--- src/rtl/sync_fifo_param_pkg.sv ---
`default_nettype none
// ============================================================================
//  Module   : fifo_cfg_pkg
//  Brief    : Shared defaults and status bundle for the parametrised sync FIFO
//  Revision : 1.0  initial release
// ============================================================================
package fifo_cfg_pkg;

  localparam int c_DEF_DATA_WIDTH = 16;
  localparam int c_DEF_DEPTH      = 8;

  // Flag snapshot, handy for monitors that compare all status in one go
  typedef struct packed {
    logic full;
    logic empty;
    logic almostfull;
    logic almostempty;
    logic wr_ack;
    logic overflow;
    logic underflow;
  } fifo_status_t;

endpackage
`default_nettype wire

--- src/rtl/sync_fifo_param_if.sv ---
`default_nettype none
// ============================================================================
//  Module   : sync_fifo_param_if
//  Brief    : Producer/consumer bundle of the parametrised sync FIFO
//  Revision : 1.0  initial release
// ============================================================================
interface sync_fifo_param_if
  import fifo_cfg_pkg::*;
#(
  parameter int DATA_WIDTH = c_DEF_DATA_WIDTH,
  parameter int DEPTH      = c_DEF_DEPTH
);
  localparam int c_CW = $clog2(DEPTH) + 1;

  logic                  wr_en;
  logic                  rd_en;
  logic [DATA_WIDTH-1:0] data_in;
  logic [DATA_WIDTH-1:0] data_out;
  logic                  wr_ack;
  logic                  overflow;
  logic                  underflow;
  logic                  full;
  logic                  empty;
  logic                  almostfull;
  logic                  almostempty;
  logic [c_CW-1:0]       count;

  modport master (
    output wr_en, rd_en, data_in,
    input  data_out, wr_ack, overflow, underflow,
    input  full, empty, almostfull, almostempty, count
  );

  modport slave (
    input  wr_en, rd_en, data_in,
    output data_out, wr_ack, overflow, underflow,
    output full, empty, almostfull, almostempty, count
  );

endinterface
`default_nettype wire

--- src/rtl/sync_fifo_param_mem.sv ---
`default_nettype none
// ============================================================================
//  Module   : sync_fifo_mem
//  Brief    : DEPTH x DATA_WIDTH storage, one write port, one async read port
//  Revision : 1.0  initial release
// ============================================================================
module sync_fifo_mem
  import fifo_cfg_pkg::*;
#(
  parameter int DATA_WIDTH = c_DEF_DATA_WIDTH,
  parameter int DEPTH      = c_DEF_DEPTH
) (
  input  wire logic                       clk,
  input  wire logic                       i_wr_en,
  input  wire logic [$clog2(DEPTH)-1:0]   i_wr_addr,
  input  wire logic [DATA_WIDTH-1:0]      i_wr_data,
  input  wire logic [$clog2(DEPTH)-1:0]   i_rd_addr,
  output logic      [DATA_WIDTH-1:0]      o_rd_data
);

  logic [DATA_WIDTH-1:0] r_mem [DEPTH];

  // No reset on the array: stale contents are never visible past the pointers
  always_ff @(posedge clk) begin
    if (i_wr_en) begin
      r_mem[i_wr_addr] <= i_wr_data;
    end
  end

  assign o_rd_data = r_mem[i_rd_addr];

endmodule
`default_nettype wire

--- src/rtl/sync_fifo_param.sv ---
`default_nettype none
// ============================================================================
//  Module   : sync_fifo_param
//  Brief    : Single-clock FIFO with thresholds, occupancy and optional FWFT
//  Revision : 1.0  initial release
// ============================================================================
module sync_fifo_param
  import fifo_cfg_pkg::*;
#(
  parameter int DATA_WIDTH = c_DEF_DATA_WIDTH,
  parameter int DEPTH      = c_DEF_DEPTH,
  parameter int AF_THRESH  = DEPTH - 1,
  parameter int AE_THRESH  = 1,
  parameter bit FWFT       = 1'b0
) (
  input wire logic         clk,
  input wire logic         rst_n,
  sync_fifo_param_if.slave bus
);

  localparam int c_AW = $clog2(DEPTH);
  localparam int c_CW = c_AW + 1;
  localparam logic [c_CW-1:0] c_CNT_FULL = c_CW'(DEPTH);
  localparam logic [c_CW-1:0] c_CNT_AF   = c_CW'(AF_THRESH);
  localparam logic [c_CW-1:0] c_CNT_AE   = c_CW'(AE_THRESH);
  localparam logic [c_CW-1:0] c_CNT_ONE  = c_CW'(1);
  localparam logic [c_AW-1:0] c_PTR_ONE  = c_AW'(1);

  if (DATA_WIDTH < 1) begin : g_chk_width
    $error("sync_fifo_param: DATA_WIDTH must be >= 1");
  end
  if ((DEPTH < 2) || ((DEPTH & (DEPTH - 1)) != 0)) begin : g_chk_depth
    $error("sync_fifo_param: DEPTH must be a power of 2 and >= 2");
  end
  if ((AF_THRESH < 1) || (AF_THRESH > DEPTH - 1)) begin : g_chk_af
    $error("sync_fifo_param: AF_THRESH out of range 1..DEPTH-1");
  end
  if ((AE_THRESH < 1) || (AE_THRESH > DEPTH - 1)) begin : g_chk_ae
    $error("sync_fifo_param: AE_THRESH out of range 1..DEPTH-1");
  end

  logic [c_AW-1:0]       r_wr_ptr;
  logic [c_AW-1:0]       r_rd_ptr;
  logic [c_CW-1:0]       r_count;
  logic                  r_wr_ack;
  logic                  r_overflow;
  logic                  r_underflow;
  logic                  w_full;
  logic                  w_empty;
  logic                  w_wr_go;
  logic                  w_rd_go;
  logic [DATA_WIDTH-1:0] w_rd_data;

  assign w_full  = (r_count == c_CNT_FULL);
  assign w_empty = (r_count == '0);
  assign w_wr_go = bus.wr_en & ~w_full;
  assign w_rd_go = bus.rd_en & ~w_empty;

  always_ff @(posedge clk) begin
    if (!rst_n) begin
      r_wr_ptr    <= '0;
      r_rd_ptr    <= '0;
      r_count     <= '0;
      r_wr_ack    <= 1'b0;
      r_overflow  <= 1'b0;
      r_underflow <= 1'b0;
    end else begin
      if (w_wr_go) r_wr_ptr <= r_wr_ptr + c_PTR_ONE;
      if (w_rd_go) r_rd_ptr <= r_rd_ptr + c_PTR_ONE;
      case ({w_wr_go, w_rd_go})
        2'b10:   r_count <= r_count + c_CNT_ONE;
        2'b01:   r_count <= r_count - c_CNT_ONE;
        default: r_count <= r_count;
      endcase
      r_wr_ack    <= w_wr_go;
      r_overflow  <= bus.wr_en & w_full;
      r_underflow <= bus.rd_en & w_empty;
    end
  end

  // Writes in the reset cycle are dropped so memory matches the pointers
  sync_fifo_mem #(
    .DATA_WIDTH (DATA_WIDTH),
    .DEPTH      (DEPTH)
  ) u_mem (
    .clk       (clk),
    .i_wr_en   (w_wr_go & rst_n),
    .i_wr_addr (r_wr_ptr),
    .i_wr_data (bus.data_in),
    .i_rd_addr (r_rd_ptr),
    .o_rd_data (w_rd_data)
  );

  if (FWFT) begin : g_fwft
    assign bus.data_out = w_rd_data;
  end else begin : g_reg_out
    logic [DATA_WIDTH-1:0] r_dout;
    always_ff @(posedge clk) begin
      if (!rst_n) begin
        r_dout <= '0;
      end else if (w_rd_go) begin
        r_dout <= w_rd_data;
      end
    end
    assign bus.data_out = r_dout;
  end

  assign bus.wr_ack      = r_wr_ack;
  assign bus.overflow    = r_overflow;
  assign bus.underflow   = r_underflow;
  assign bus.full        = w_full;
  assign bus.empty       = w_empty;
  assign bus.almostfull  = (r_count >= c_CNT_AF) & ~w_full;
  assign bus.almostempty = (r_count <= c_CNT_AE) & ~w_empty;
  assign bus.count       = r_count;

endmodule
`default_nettype wire
--- src/flat_wrapper.sv ---
// flat-port wrapper written by rule: the top's interface ports become plain ports
module sync_fifo_param_flat import fifo_cfg_pkg::*;
#(
  parameter int DATA_WIDTH = c_DEF_DATA_WIDTH,
  parameter int DEPTH      = c_DEF_DEPTH,
  parameter int AF_THRESH  = DEPTH - 1,
  parameter int AE_THRESH  = 1,
  parameter bit FWFT       = 1'b0
)
  (clk, rst_n, bus_wr_en, bus_rd_en, bus_data_in, bus_data_out, bus_wr_ack, bus_overflow, bus_underflow, bus_full, bus_empty, bus_almostfull, bus_almostempty, bus_count);
  sync_fifo_param_if #(.DATA_WIDTH(DATA_WIDTH), .DEPTH(DEPTH)) bus_i ();
  input wire logic clk;
  input wire logic rst_n;
  input wire logic [$bits(bus_i.wr_en)-1:0] bus_wr_en;
  input wire logic [$bits(bus_i.rd_en)-1:0] bus_rd_en;
  input wire logic [$bits(bus_i.data_in)-1:0] bus_data_in;
  output wire logic [$bits(bus_i.data_out)-1:0] bus_data_out;
  output wire logic [$bits(bus_i.wr_ack)-1:0] bus_wr_ack;
  output wire logic [$bits(bus_i.overflow)-1:0] bus_overflow;
  output wire logic [$bits(bus_i.underflow)-1:0] bus_underflow;
  output wire logic [$bits(bus_i.full)-1:0] bus_full;
  output wire logic [$bits(bus_i.empty)-1:0] bus_empty;
  output wire logic [$bits(bus_i.almostfull)-1:0] bus_almostfull;
  output wire logic [$bits(bus_i.almostempty)-1:0] bus_almostempty;
  output wire logic [$bits(bus_i.count)-1:0] bus_count;
  assign bus_i.wr_en = bus_wr_en;
  assign bus_i.rd_en = bus_rd_en;
  assign bus_i.data_in = bus_data_in;
  assign bus_data_out = bus_i.data_out;
  assign bus_wr_ack = bus_i.wr_ack;
  assign bus_overflow = bus_i.overflow;
  assign bus_underflow = bus_i.underflow;
  assign bus_full = bus_i.full;
  assign bus_empty = bus_i.empty;
  assign bus_almostfull = bus_i.almostfull;
  assign bus_almostempty = bus_i.almostempty;
  assign bus_count = bus_i.count;
  sync_fifo_param #(.DATA_WIDTH(DATA_WIDTH), .DEPTH(DEPTH), .AF_THRESH(AF_THRESH), .AE_THRESH(AE_THRESH), .FWFT(FWFT)) u_core (.clk(clk), .rst_n(rst_n), .bus(bus_i));
endmodule
--- config.mk ---
export PLATFORM = sky130hd
export DESIGN_NAME = sync_fifo_param_flat
export DESIGN_NICKNAME = d
export VERILOG_FILES = /design/src/rtl/sync_fifo_param_pkg.sv /design/src/rtl/sync_fifo_param_if.sv /design/src/rtl/sync_fifo_param_mem.sv /design/src/rtl/sync_fifo_param.sv /design/src/flat_wrapper.sv
export SDC_FILE = /design/constraint.sdc
export NUM_CORES = 1
export LEC_CHECK = 0
export ABC_AREA = 1
export CAP_MARGIN = 20
export CELL_PAD_IN_SITES_DETAIL_PLACEMENT = 1
export CELL_PAD_IN_SITES_GLOBAL_PLACEMENT = 1
export CORE_ASPECT_RATIO = 0.7
export CORE_UTILIZATION = 29
export DETAILED_ROUTE_END_ITERATION = 7
export PLACE_DENSITY = 0.59
export SYNTH_ARGS = -nofsm -noshare
export SYNTH_HDL_FRONTEND = slang
export SYNTH_SLANG_ARGS = --single-unit
--- constraint.sdc ---
create_clock -name clk -period 2.6 [get_ports clk]
set_input_delay 0.39 -clock clk [delete_from_list [all_inputs] [get_ports clk]]
set_output_delay 0.39 -clock clk [all_outputs]
set_load 0.1 [all_outputs]
## Word-level counts from Yosys, hierarchy flattened

Memories as Yosys holds them, arrays and structs flattened. A register that Yosys moved wholly into a read port is not among the register bits.
Cells that the tools add are included.
Widths: inputs -> output; s select.

| cells by class | value |
|---|---|
| add/subtract/negate cells | 4 |
| multiply operators | 0 |
| div/mod/pow operators | 0 |
| magnitude comparators | 2 |
| equal/unequal tests | 3 |
| shifts and indexed selects | 0 |
| mux-type cells | 3 |
| bitwise logic cells | 9 |
| reductions and logical operators | 3 |

Operators by type and width:

| operator | number |
|---|---|
| $pmux 4 s2 | 1 |
| $and 1x1->1 | 7 |
| $add 3x1->3 const B | 2 |
| $add 4x1->4 const B | 1 |
| $eq 4x4->1 const B | 1 |
| $ge 4x3->1 const B | 1 |
| $le 4x1->1 const B | 1 |
| $logic_not 4->1 | 1 |
| $sub 4x1->4 const B | 1 |
| $eq 2x1->1 const B | 1 |
| $eq 2x2->1 const B | 1 |
| $mux 1 | 2 |
| $not 1->1 | 2 |
| $reduce_bool 2->1 | 1 |
| $logic_not 1->1 | 1 |

| storage, ports and cells | value |
|---|---|
| register bits after elaboration | 13 |
| latch bits | 0 |
| bits in writable memories | 128 |
| bits in read-only memories | 0 |
| input bits | 20 |
| output and inout bits | 27 |
| logic and storage cells | 31 |
| memories | 1 |

Memory list:

| name | depth | bits a word | rd ports | clocked after Yosys merged registers in | write ports | RTL line | RTL |
|---|---|---|---|---|---|---|---|
| u_core.u_mem.r_mem | 8 | 16 | 1 | 1 | 1 | sync_fifo_param_mem.sv:21 | `logic [DATA_WIDTH-1:0] r_mem [DEPTH];` |

## Logic depth before layout (Yosys ltp)

Gate-level depths: netlist (run 1).

| logic depth | value |
|---|---|
| depth after elaboration | 6 |
| mapped depth | 12 |
| mapped depth without buffers | 11 |

## By module

A second synthesis (run 1) with hierarchy kept.

| second synthesis, totals | value |
|---|---|
| cell total of the unflattened synthesis | 735 |
| area total of the unflattened synthesis | 6924.1 um^2 |

Modules (own cells, without submodules):

| module | instances | cells an instance | area an instance (um^2) | sequential area each (um^2) |
|---|---|---|---|---|
| sync_fifo_mem | 1 | 571 | 5669.2 | 3843.7 |
| sync_fifo_param | 1 | 164 | 1255.0 | 580.6 |

## Least setup slack after synthesis (run 1)

No wires, ideal clock.

| path | value |
|---|---|
| path kind | reg-to-reg |
| from | register u_core.r_count[0], in the netlist u_core.bus.count[0] |
| to | memory u_core.u_mem.r_mem[0][0] (netlist name) (enable) |
| library setup time | 388 ps |
| arrival time | 3086 ps |
| data required time | 2212 ps |
| slack | -875 ps |
| stages on the path, launching flop included | 8 |
| buffers on the path | 0 |
| period minus slack after synthesis | 3475 ps |
| cells stage by stage | dfxtp_1 inv_1 ha_1 nand3_2 inv_1 nor2_1 nand2_1 nor2_1 |

| between the ends | value |
|---|---|
| longest elaborated chain between the ends | 6 |

Ends and longest elaborated chain:

| what | RTL line | RTL |
|---|---|---|
| start: declaration | sync_fifo_param.sv:44 | `logic [c_CW-1:0] r_count;` |
| start signal: assignment | sync_fifo_param.sv:71 | `2'b10: r_count <= r_count + c_CNT_ONE;` |
| start signal: assignment | sync_fifo_param.sv:72 | `2'b01: r_count <= r_count - c_CNT_ONE;` |
| start signal: assignment | sync_fifo_param.sv:73 | `default: r_count <= r_count;` |
| $eq 4x4->1 | sync_fifo_param.sv:54 | `assign w_full = (r_count == c_CNT_FULL);` |
| via bus_full | flat_wrapper.sv:21 | `output wire logic [$bits(bus_i.full)-1:0] bus_full;` |
| $not 1->1 | sync_fifo_param.sv:56 | `assign w_wr_go = bus.wr_en & ~w_full;` |
| $and 1x1->1 | sync_fifo_param.sv:56 |  |
| $and 1x1->1 | sync_fifo_param.sv:87 | `.i_wr_en (w_wr_go & rst_n),` |
| $mux 1 | sync_fifo_param_mem.sv:25 | `if (i_wr_en) begin` |
| $mux 1 (implied by the code) | sync_fifo_param_mem.sv:26 | `r_mem[i_wr_addr] <= i_wr_data;` |
| end: declaration | sync_fifo_param_mem.sv:21 |  |

The timed path passes the listed nets, and every way through them passes these cells.

## Worst setup path in the final report (run 1)

| path | value |
|---|---|
| from | register u_core.r_count[0], in the netlist u_core.bus.count[0] |
| to | memory u_core.u_mem.r_mem[4][7] (netlist name) (enable) |

| between the ends | value |
|---|---|
| longest elaborated chain between the ends | 6 |

Ends and longest elaborated chain:

| what | RTL line |
|---|---|
| $eq 4x4->1 | sync_fifo_param.sv:54 |
| $not 1->1 | sync_fifo_param.sv:56 |
| $and 1x1->1 | sync_fifo_param.sv:56 |
| $and 1x1->1 | sync_fifo_param.sv:87 |
| $mux 1 | sync_fifo_param_mem.sv:25 |
| $mux 1 (implied by the code) | sync_fifo_param_mem.sv:26 |

No other way between the ends.

==> report_table.html, run 1 <==
<table>
<tr><th>Metric</th><th>Value</th></tr>
<tr><th colspan="2">Critical path</th></tr>
<tr><td>Kind of capture point of the worst setup path</td><td>flip-flop</td></tr>
<tr><td>Critical path required time</td><td>2.67 ns</td></tr>
<tr><td>Most frequent cell on the critical path</td><td>sky130_fd_sc_hd__nor2_4</td></tr>
<tr><td>Crit path kind</td><td>reg -&gt; reg</td></tr>
<tr><td>Critical path launch point type</td><td>flip-flop</td></tr>
<tr><td>Standard cell with the maximum stage delay on the critical path</td><td>sky130_fd_sc_hd__nor2_4</td></tr>
<tr><td>Critical-path cell list</td><td>inv_1 -&gt; ha_1 -&gt; nand3_2 -&gt; clkinvlp_4 -&gt; nor2_4 -&gt; nand2_2 -&gt; nor2_4</td></tr>
<tr><td>Number of buffer and inverter stages on the critical path</td><td>2</td></tr>
<tr><td>Worst Path Arrival</td><td>2.28 ns</td></tr>
<tr><td>Crit path max-delay family</td><td>simple AND/OR/NAND/NOR gates</td></tr>
<tr><td>Longest individual stage delay on the worst path</td><td>0.48 ns</td></tr>
<tr><td>Worst-path fanout max</td><td>16</td></tr>
<tr><th colspan="2">Synth</th></tr>
<tr><td>Post-synth ARST share</td><td>0%</td></tr>
<tr><td>Top_reg_cell synth</td><td>sky130_fd_sc_hd__edfxtp_1</td></tr>
<tr><td>Distinct cells, synth</td><td>24</td></tr>
<tr><td>Area contributors post-synth</td><td>sky130_fd_sc_hd__edfxtp_1, sky130_fd_sc_hd__nand2_1, sky130_fd_sc_hd__dfxtp_1</td></tr>
<tr><td>Cell taking the most area after synthesis</td><td>sky130_fd_sc_hd__edfxtp_1</td></tr>
<tr><td>Synthesized area divided by synthesized cell count</td><td>10.1 um^2</td></tr>
<tr><td>Area share of the largest cell type after synthesis</td><td>58.1%</td></tr>
<tr><td>Number of enable flip-flop cells after synthesis</td><td>128</td></tr>
<tr><td>Area share of and/or/nand/nor cells after synthesis</td><td>20.0%</td></tr>
<tr><td>Register bit total from synthesis</td><td>157</td></tr>
<tr><td>Sequential cell area fraction in the yosys report</td><td>66.8%</td></tr>
<tr><td>Count of mapped cells out of synthesis</td><td>655</td></tr>
<tr><td>Largest family of logic cells by synthesized area</td><td>simple AND/OR/NAND/NOR gates</td></tr>
<tr><td>Yosys warns</td><td>0</td></tr>
<tr><td>Mux cell area share after synthesis</td><td>0%</td></tr>
<tr><td>Synth Cell Area</td><td>0.00662 mm^2</td></tr>
<tr><td>Xor/xnor share of the synthesized area</td><td>0.132%</td></tr>
<tr><td>Synth Area in Compound Gates</td><td>2.57%</td></tr>
<tr><td>Adder and majority gate portion of the synthesized area</td><td>1.13%</td></tr>
<tr><td>Syn_nets</td><td>681</td></tr>
<tr><th colspan="2">Global route</th></tr>
<tr><td>Global-route wire length before repair</td><td>28200 um</td></tr>
<tr><td>Number of antenna violations at the first check in global routing</td><td>0</td></tr>
<tr><td>Number of global-route vias before repair</td><td>4898</td></tr>
<tr><td>GR Overflow Total</td><td>0</td></tr>
<tr><td>Gr usage total</td><td>16.4%</td></tr>
<tr><td>Maximum number of pins on one net before global-route repair</td><td>67</td></tr>
<tr><th colspan="2">CTS</th></tr>
<tr><td>Clock transition at the register clock pins on the worst setup and hold paths after CTS</td><td>0.07 ns</td></tr>
<tr><td>Clock Tree Root</td><td>sky130_fd_sc_hd__clkbuf_16</td></tr>
<tr><td>Clock tree from TritonCTS</td><td>done</td></tr>
<tr><td>Number of clock buffers inserted by TritonCTS</td><td>17</td></tr>
<tr><td>Total setup buffers inserted after CTS</td><td>0</td></tr>
<tr><td>Maximum buffer depth of the clock tree</td><td>2</td></tr>
<tr><td>Clock latency at the later pin of the worst-skew pair</td><td>0.44 ns</td></tr>
<tr><td>Number of gates given a new drive strength after cts</td><td>0</td></tr>
<tr><td>H-tree levels</td><td>4</td></tr>
<tr><td>Hold-fix buffers, CTS</td><td>0</td></tr>
<tr><td>Number of clock sinks seen by CTS</td><td>157</td></tr>
<tr><th colspan="2">STA</th></tr>
<tr><td>Minimum clock period</td><td>2.20 ns</td></tr>
<tr><td>RSZ-0062 raised after global routing</td><td>no</td></tr>
<tr><td>Worst slew pin tran</td><td>0.738 ns</td></tr>
<tr><td>Hold WS</td><td>0.470 ns</td></tr>
<tr><td>Worst slew slack as a fraction of its limit</td><td>50.7%</td></tr>
<tr><td>Hold Vio Cnt, Final</td><td>0</td></tr>
<tr><td>Count of endpoints failing setup in the final report</td><td>0</td></tr>
<tr><td>Highest Clock Rate</td><td>454 MHz</td></tr>
<tr><td>Max-slew violation count</td><td>0</td></tr>
<tr><td>Final worst clock skew</td><td>0.0141 ns</td></tr>
<tr><td>Total negative setup slack</td><td>0 ns</td></tr>
<tr><td>Portion of the clock cycle consumed by the worst path in the final layout</td><td>84.8%</td></tr>
<tr><th colspan="2">Route</th></tr>
<tr><td>Post-DR wirelength/cell</td><td>17.2 um</td></tr>
<tr><td>Residual DRC count</td><td>0</td></tr>
<tr><td>Routed vias/inst</td><td>4.51</td></tr>
<tr><td>DRT Wirelength</td><td>17600 um</td></tr>
<tr><td>Detailed router's first-iteration violation count</td><td>233</td></tr>
<tr><td>Vias</td><td>4609</td></tr>
<tr><td>Number of iterations in the first detailed-routing pass</td><td>5</td></tr>
<tr><td>Antenna-violating nets left</td><td>0</td></tr>
<tr><th colspan="2">Run</th></tr>
<tr><td>Reported max-cap violation count</td><td>0</td></tr>
<tr><th colspan="2">Power</th></tr>
<tr><td>PwrDens</td><td>997 mW/mm^2</td></tr>
<tr><td>Worst vdd ir</td><td>0.000683 V</td></tr>
<tr><td>Leakage component of the power</td><td>3.32 nW</td></tr>
<tr><th colspan="2">Finish</th></tr>
<tr><td>Nets</td><td>731</td></tr>
<tr><td>P&amp;R area growth vs syn</td><td>21.8%</td></tr>
<tr><td>Layout cells sized above 1</td><td>13.5%</td></tr>
<tr><td>ANT cells</td><td>0</td></tr>
<tr><th colspan="2">Floorplan</th></tr>
<tr><td>I/O pin count</td><td>47</td></tr>
<tr><td>Core box area</td><td>0.0220 mm^2</td></tr>
<tr><td>Die span in y</td><td>128 um</td></tr>
<tr><td>Area of the die</td><td>0.0234 mm^2</td></tr>
<tr><td>Cell row count</td><td>45</td></tr>
<tr><td>Effective utilization at floorplan</td><td>30.1%</td></tr>
<tr><td>Die width</td><td>183 um</td></tr>
<tr><th colspan="2">Placed design</th></tr>
<tr><td>Routability congestion estimate</td><td>0.739</td></tr>
<tr><td>HPWL reported at the end of detailed placement</td><td>10900 um</td></tr>
<tr><td>Number of input and output port buffers inserted</td><td>46</td></tr>
<tr><th colspan="2">Status</th></tr>
<tr><td>Result of the run</td><td>complete, no violations</td></tr>
<tr><th colspan="2">Hold path</th></tr>
<tr><td>Path type of the worst min-delay path</td><td>reg -&gt; reg</td></tr>
</table>
stage by stage:
step	area [um^2]	worst slack (ns)	power, mW	cells	utilization (%)
final	8060	0.396	8.04	1023	36.6
after global routing	8060	0.273	8.43	1023	36.6
after CTS	8060	0.374	8.14	1023	36.6
after detailed placement	7460	0.336	5.57	991	33.9
after global placement	7460	0.396	5.50	991	33.9
after floorplan	6710	-0.00640	4.93	655	-
power breakdown:
part / internal, mW / total [mW] / switching, mW / leakage, nW
Combinational: 0.591 / 2.48 / 1.88 / 1.63
Clock: 1.49 / 2.55 / 1.05 / 0.298
Sequential: 2.88 / 3.02 / 0.141 / 1.40
routing by layer:
metal | up-vias | part of all wire [%] | GRT usage [%]
li1 | 2222 | - | -
met1 | 2295 | 50 | 22.6
met2 | 77 | 45 | 25.5
met5 | - | 0 | 0
met4 | 0 | 1.2 | 5.68
met3 | 15 | 4.2 | 3.45
Yosys cell counts (2+ instances only):
master	n
sky130_fd_sc_hd__buf_2	18
sky130_fd_sc_hd__nand2_1	187
sky130_fd_sc_hd__edfxtp_1	128
sky130_fd_sc_hd__nand4_1	2
sky130_fd_sc_hd__nor3_1	2
sky130_fd_sc_hd__nor2_1	17
sky130_fd_sc_hd__nand3_2	2
sky130_fd_sc_hd__buf_4	4
sky130_fd_sc_hd__a21oi_1	23
sky130_fd_sc_hd__clkbuf_1	3
sky130_fd_sc_hd__dfxtp_1	29
sky130_fd_sc_hd__inv_2	5
sky130_fd_sc_hd__o21ai_0	10
sky130_fd_sc_hd__nand3_1	98
sky130_fd_sc_hd__inv_1	110
sky130_fd_sc_hd__buf_6	4
sky130_fd_sc_hd__ha_1	6
kinds of logic (layout without fill, tap and decap cells):
| family | count (synthesis) | count (layout) |
|---|---|---|
| XOR/XNOR | 1 | 1 |
| buffers and inverters | 146 | 209 |
| AND/OR/NAND/NOR | 311 | 311 |
| AO/OA/AOI/OAI | 34 | 34 |
| flip-flops | 157 | 157 |
| adder cells (fa/ha/maj) | 6 | 6 |
cell usage in the layout (no fill, tap or decap), drive strengths merged:
cell           count
nor3b              1
o21ai             11
nand2            188
clkinv             5
xor2               1
edfxtp           128
buf               41
inv              119
clkdlybuf4s50     19
nor2              17
dfxtp             29
nor3               2
nand4              2
a21oi             23
bufinv             1
clkinvlp           2
ha                 6
clkbuf            22
and3               1
nand3            100
flip-flops by register name (all words and copies together) (netlist names):
register / flops
u_core.bus.wr_ack: 1
u_core.u_mem.r_mem: 128
u_core.bus.overflow: 1
u_core.bus.data_out: 16
u_core.bus.count: 4
u_core.bus.underflow: 1
u_core.r_rd_ptr: 3
u_core.r_wr_ptr: 3
layout make-up:
cell class              instances  area, um^2
repair buffers                 60         548
clock inverters                10        97.6
clock buffers                  22         507
well taps                     305         382
inverters                     117         445
multi-input cells             352        1650
flip-flops and latches        157        4430
fillers                      2492       14000
worst reg2reg max path, delay by kind of cell (launching register included):
kind	cells	cell delay [ns]
adder cells (fa/ha/maj)	1	0.28
flip-flops	1	0.37
AND/OR/NAND/NOR	4	0.98
buffers and inverters	2	0.21
path summary, 6_finish.rpt:
path                            depth (start not counted)                    start                       end  slack, ns
worst max-delay path                                    7      u_core.bus.count[0]  u_core.u_mem.r_mem[4][7]       0.40
worst max register to register                          7      u_core.bus.count[0]  u_core.u_mem.r_mem[4][7]       0.40
worst min-delay path                                    2  u_core.bus.data_out[13]   u_core.bus.data_out[13]       0.47
worst min register to register                          2  u_core.bus.data_out[13]   u_core.bus.data_out[13]       0.47
(Power assumes the default switching activity.)
==> run 2, diff against run 1 <==
PLACE_DENSITY = 0.61   (was 0.59)
clock period = 1.95 ns   (was 2.6 ns; I/O delays follow)
==> run 2 against run 1 <==
  * Total power up 34%
  * Cell count increased by 0.68%
  * Critical path depth fell by 1
  * Core utilization grew 0.98 points
  * Sequential cell count unchanged
==> report_table.html, run 2 (synthesized netlist as in run 1, its figures left out) <==
<table>
<tr><th>Metric</th><th>Value</th></tr>
<tr><th colspan="2">Route</th></tr>
<tr><td>DRT Wirelength</td><td>17300 um</td></tr>
<tr><td>Detailed route wirelength on metal3</td><td>819 um</td></tr>
<tr><td>Number of iterations in the first detailed-routing pass</td><td>4</td></tr>
<tr><td>Post-DR wirelength/cell</td><td>16.8 um</td></tr>
<tr><td>Top layer in use</td><td>met4</td></tr>
<tr><td>Met1 Wirelength</td><td>8020 um</td></tr>
<tr><td>Residual DRC count</td><td>0</td></tr>
<tr><td>Routed vias/inst</td><td>4.48</td></tr>
<tr><td>Met2 WL post-DR</td><td>8290 um</td></tr>
<tr><td>Detailed router's first-iteration violation count</td><td>216</td></tr>
<tr><td>Vias</td><td>4613</td></tr>
<tr><td>Antenna-violating nets left</td><td>0</td></tr>
<tr><th colspan="2">Floorplan</th></tr>
<tr><td>Core box area</td><td>0.0220 mm^2</td></tr>
<tr><td>Cell row count</td><td>45</td></tr>
<tr><td>Effective utilization at floorplan</td><td>30.1%</td></tr>
<tr><td>I/O pin count</td><td>47</td></tr>
<tr><td>Die width</td><td>183 um</td></tr>
<tr><td>Die span in y</td><td>128 um</td></tr>
<tr><td>Area of the die</td><td>0.0234 mm^2</td></tr>
<tr><th colspan="2">STA</th></tr>
<tr><td>Worst slew slack as a fraction of its limit</td><td>52.6%</td></tr>
<tr><td>Total negative setup slack</td><td>0 ns</td></tr>
<tr><td>RSZ-0062 raised after global routing</td><td>no</td></tr>
<tr><td>Highest Clock Rate</td><td>548 MHz</td></tr>
<tr><td>Hold WS</td><td>0.470 ns</td></tr>
<tr><td>Portion of the clock cycle consumed by the worst path in the final layout</td><td>93.6%</td></tr>
<tr><td>Count of endpoints failing setup in the final report</td><td>0</td></tr>
<tr><td>Worst slew pin tran</td><td>0.710 ns</td></tr>
<tr><td>Max-slew violation count</td><td>0</td></tr>
<tr><td>Hold Vio Cnt, Final</td><td>0</td></tr>
<tr><td>Final worst clock skew</td><td>0.0130 ns</td></tr>
<tr><td>Minimum clock period</td><td>1.83 ns</td></tr>
<tr><th colspan="2">Power</th></tr>
<tr><td>Overall Power</td><td>10.8 mW</td></tr>
<tr><td>Worst vdd ir</td><td>0.000632 V</td></tr>
<tr><td>Leakage component of the power</td><td>3.39 nW</td></tr>
<tr><td>PwrDens</td><td>1300 mW/mm^2</td></tr>
<tr><th colspan="2">Global route</th></tr>
<tr><td>GR Overflow Total</td><td>0</td></tr>
<tr><td>Maximum number of pins on one net before global-route repair</td><td>67</td></tr>
<tr><td>Number of antenna violations at the first check in global routing</td><td>0</td></tr>
<tr><td>Global-route wire length before repair</td><td>27800 um</td></tr>
<tr><td>Number of global-route vias before repair</td><td>4980</td></tr>
<tr><td>Gr usage total</td><td>16.0%</td></tr>
<tr><th colspan="2">CTS</th></tr>
<tr><td>Number of clock sinks seen by CTS</td><td>157</td></tr>
<tr><td>Clock tree from TritonCTS</td><td>done</td></tr>
<tr><td>Number of gates given a new drive strength after cts</td><td>0</td></tr>
<tr><td>Clock Tree Root</td><td>sky130_fd_sc_hd__clkbuf_16</td></tr>
<tr><td>Maximum buffer depth of the clock tree</td><td>2</td></tr>
<tr><td>Clock transition at the register clock pins on the worst setup and hold paths after CTS</td><td>0.07 ns</td></tr>
<tr><td>Total setup buffers inserted after CTS</td><td>0</td></tr>
<tr><td>Clock latency at the later pin of the worst-skew pair</td><td>0.42 ns</td></tr>
<tr><td>Number of clock buffers inserted by TritonCTS</td><td>17</td></tr>
<tr><td>Hold-fix buffers, CTS</td><td>0</td></tr>
<tr><td>H-tree levels</td><td>4</td></tr>
<tr><th colspan="2">Finish</th></tr>
<tr><td>Flip-flop count of the largest register, all copies and words added</td><td>128</td></tr>
<tr><td>Register with the most flip-flops</td><td>u_core.u_mem.r_mem</td></tr>
<tr><td>Top library cells by usage in the layout, fill and taps aside</td><td>sky130_fd_sc_hd__nand2_1, sky130_fd_sc_hd__edfxtp_1, sky130_fd_sc_hd__inv_1, sky130_fd_sc_hd__nand3_1, sky130_fd_sc_hd__buf_4</td></tr>
<tr><td>P&amp;R area growth vs syn</td><td>25.1%</td></tr>
<tr><td>Nets</td><td>738</td></tr>
<tr><td>Leading cell type in the layout, fill and taps excluded</td><td>sky130_fd_sc_hd__nand2_1</td></tr>
<tr><td>Layout cells sized above 1</td><td>15.2%</td></tr>
<tr><td>Number of filler instances in the final layout</td><td>2454</td></tr>
<tr><td>ANT cells</td><td>0</td></tr>
<tr><th colspan="2">Critical path</th></tr>
<tr><td>Kind of capture point of the worst setup path</td><td>output port</td></tr>
<tr><td>Flop2flop setup slack</td><td>0.16 ns</td></tr>
<tr><td>Critical path launch point type</td><td>flip-flop</td></tr>
<tr><td>Critical path required time</td><td>1.66 ns</td></tr>
<tr><td>Logic depth of the worst register-to-register path</td><td>8</td></tr>
<tr><td>Reg-to-reg endpoint</td><td>u_core.u_mem.r_mem[2][3]</td></tr>
<tr><td>Crit path kind</td><td>reg -&gt; out</td></tr>
<tr><td>Worst-path fanout max</td><td>5</td></tr>
<tr><td>Worst Path Arrival</td><td>1.53 ns</td></tr>
<tr><td>FF-to-FF Start</td><td>u_core.bus.count[1]</td></tr>
<tr><td>CP startpoint</td><td>u_core.bus.count[0]</td></tr>
<tr><th colspan="2">Hold path</th></tr>
<tr><td>Path type of the worst min-delay path</td><td>reg -&gt; reg</td></tr>
<tr><td>Hold Path Origin</td><td>u_core.bus.data_out[0]</td></tr>
<tr><td>Hold Crit Depth</td><td>2</td></tr>
<tr><td>Hold path endpoint</td><td>u_core.bus.data_out[0]</td></tr>
<tr><th colspan="2">Placed design</th></tr>
<tr><td>Routability congestion estimate</td><td>0.732</td></tr>
<tr><td>Number of input and output port buffers inserted</td><td>46</td></tr>
<tr><td>HPWL reported at the end of detailed placement</td><td>10900 um</td></tr>
<tr><th colspan="2">Status</th></tr>
<tr><td>Result of the run</td><td>complete, no violations</td></tr>
<tr><th colspan="2">Run</th></tr>
<tr><td>Reported max-cap violation count</td><td>0</td></tr>
</table>
==> run 2: final cells by class <==
cell class / instances / area (um^2) / share of cell area, %
flip-flops and latches: 157 / 4440 / 53.6
multi-input cells: 352 / 1690 / 20.4
repair buffers: 67 / 738 / 8.92
inverters: 117 / 450 / 5.44
clock buffers: 17 / 425 / 5.14
well taps: 305 / 382 / 4.61
clock inverters: 15 / 153 / 1.84
==> run 2: how the worst max path moves through the flow <==
stage                                     end  slack [ns]  cells past startpoint
finish                         bus_almostfull        0.12                      6
global route                   bus_almostfull        0.05                      6
CTS                            bus_almostfull        0.09                      6
detailed placement  u_core.u_mem.r_mem[7][13]        0.13                      6
global placement    u_core.u_mem.r_mem[7][13]        0.13                      6
floorplan            u_core.u_mem.r_mem[0][0]       -0.47                      7
==> run 2: power by group <==
group          internal, mW  leakage, nW  total, mW  switching, mW
Sequential             3.84         1.40       3.98          0.138
Clock                  1.80        0.278       3.27           1.47
Combinational         0.936         1.72       3.54           2.60
==> run 2: routing by layer <==
| layer | up-vias | global-route usage [%] |
|---|---|---|
| met5 | - | 0 |
| li1 | 2239 | - |
| met2 | 83 | 26.6 |
| met1 | 2276 | 21.2 |
| met4 | 0 | 4.40 |
| met3 | 15 | 3.37 |
==> run 2: per-stage QoR <==
stage / worst slack [ns] / utilization (%) / instance area, um^2 / std cells
after floorplan: -0.471 / - / 6760 / 655
after global placement: 0.131 / 35.0 / 7700 / 998
after detailed placement: 0.130 / 35.0 / 7700 / 998
after CTS: 0.0919 / 37.6 / 8280 / 1030
after global routing: 0.0520 / 37.6 / 8280 / 1030
final: 0.124 / 37.6 / 8280 / 1030
==> run 2: critical path, cell delays in order (launching register included) <==
cell                      delay, ns
sky130_fd_sc_hd__dfxtp_4       0.37
sky130_fd_sc_hd__ha_1          0.21
sky130_fd_sc_hd__nand2_1       0.07
sky130_fd_sc_hd__inv_1         0.04
sky130_fd_sc_hd__o21ai_0       0.15
sky130_fd_sc_hd__inv_1         0.10
sky130_fd_sc_hd__buf_12        0.17
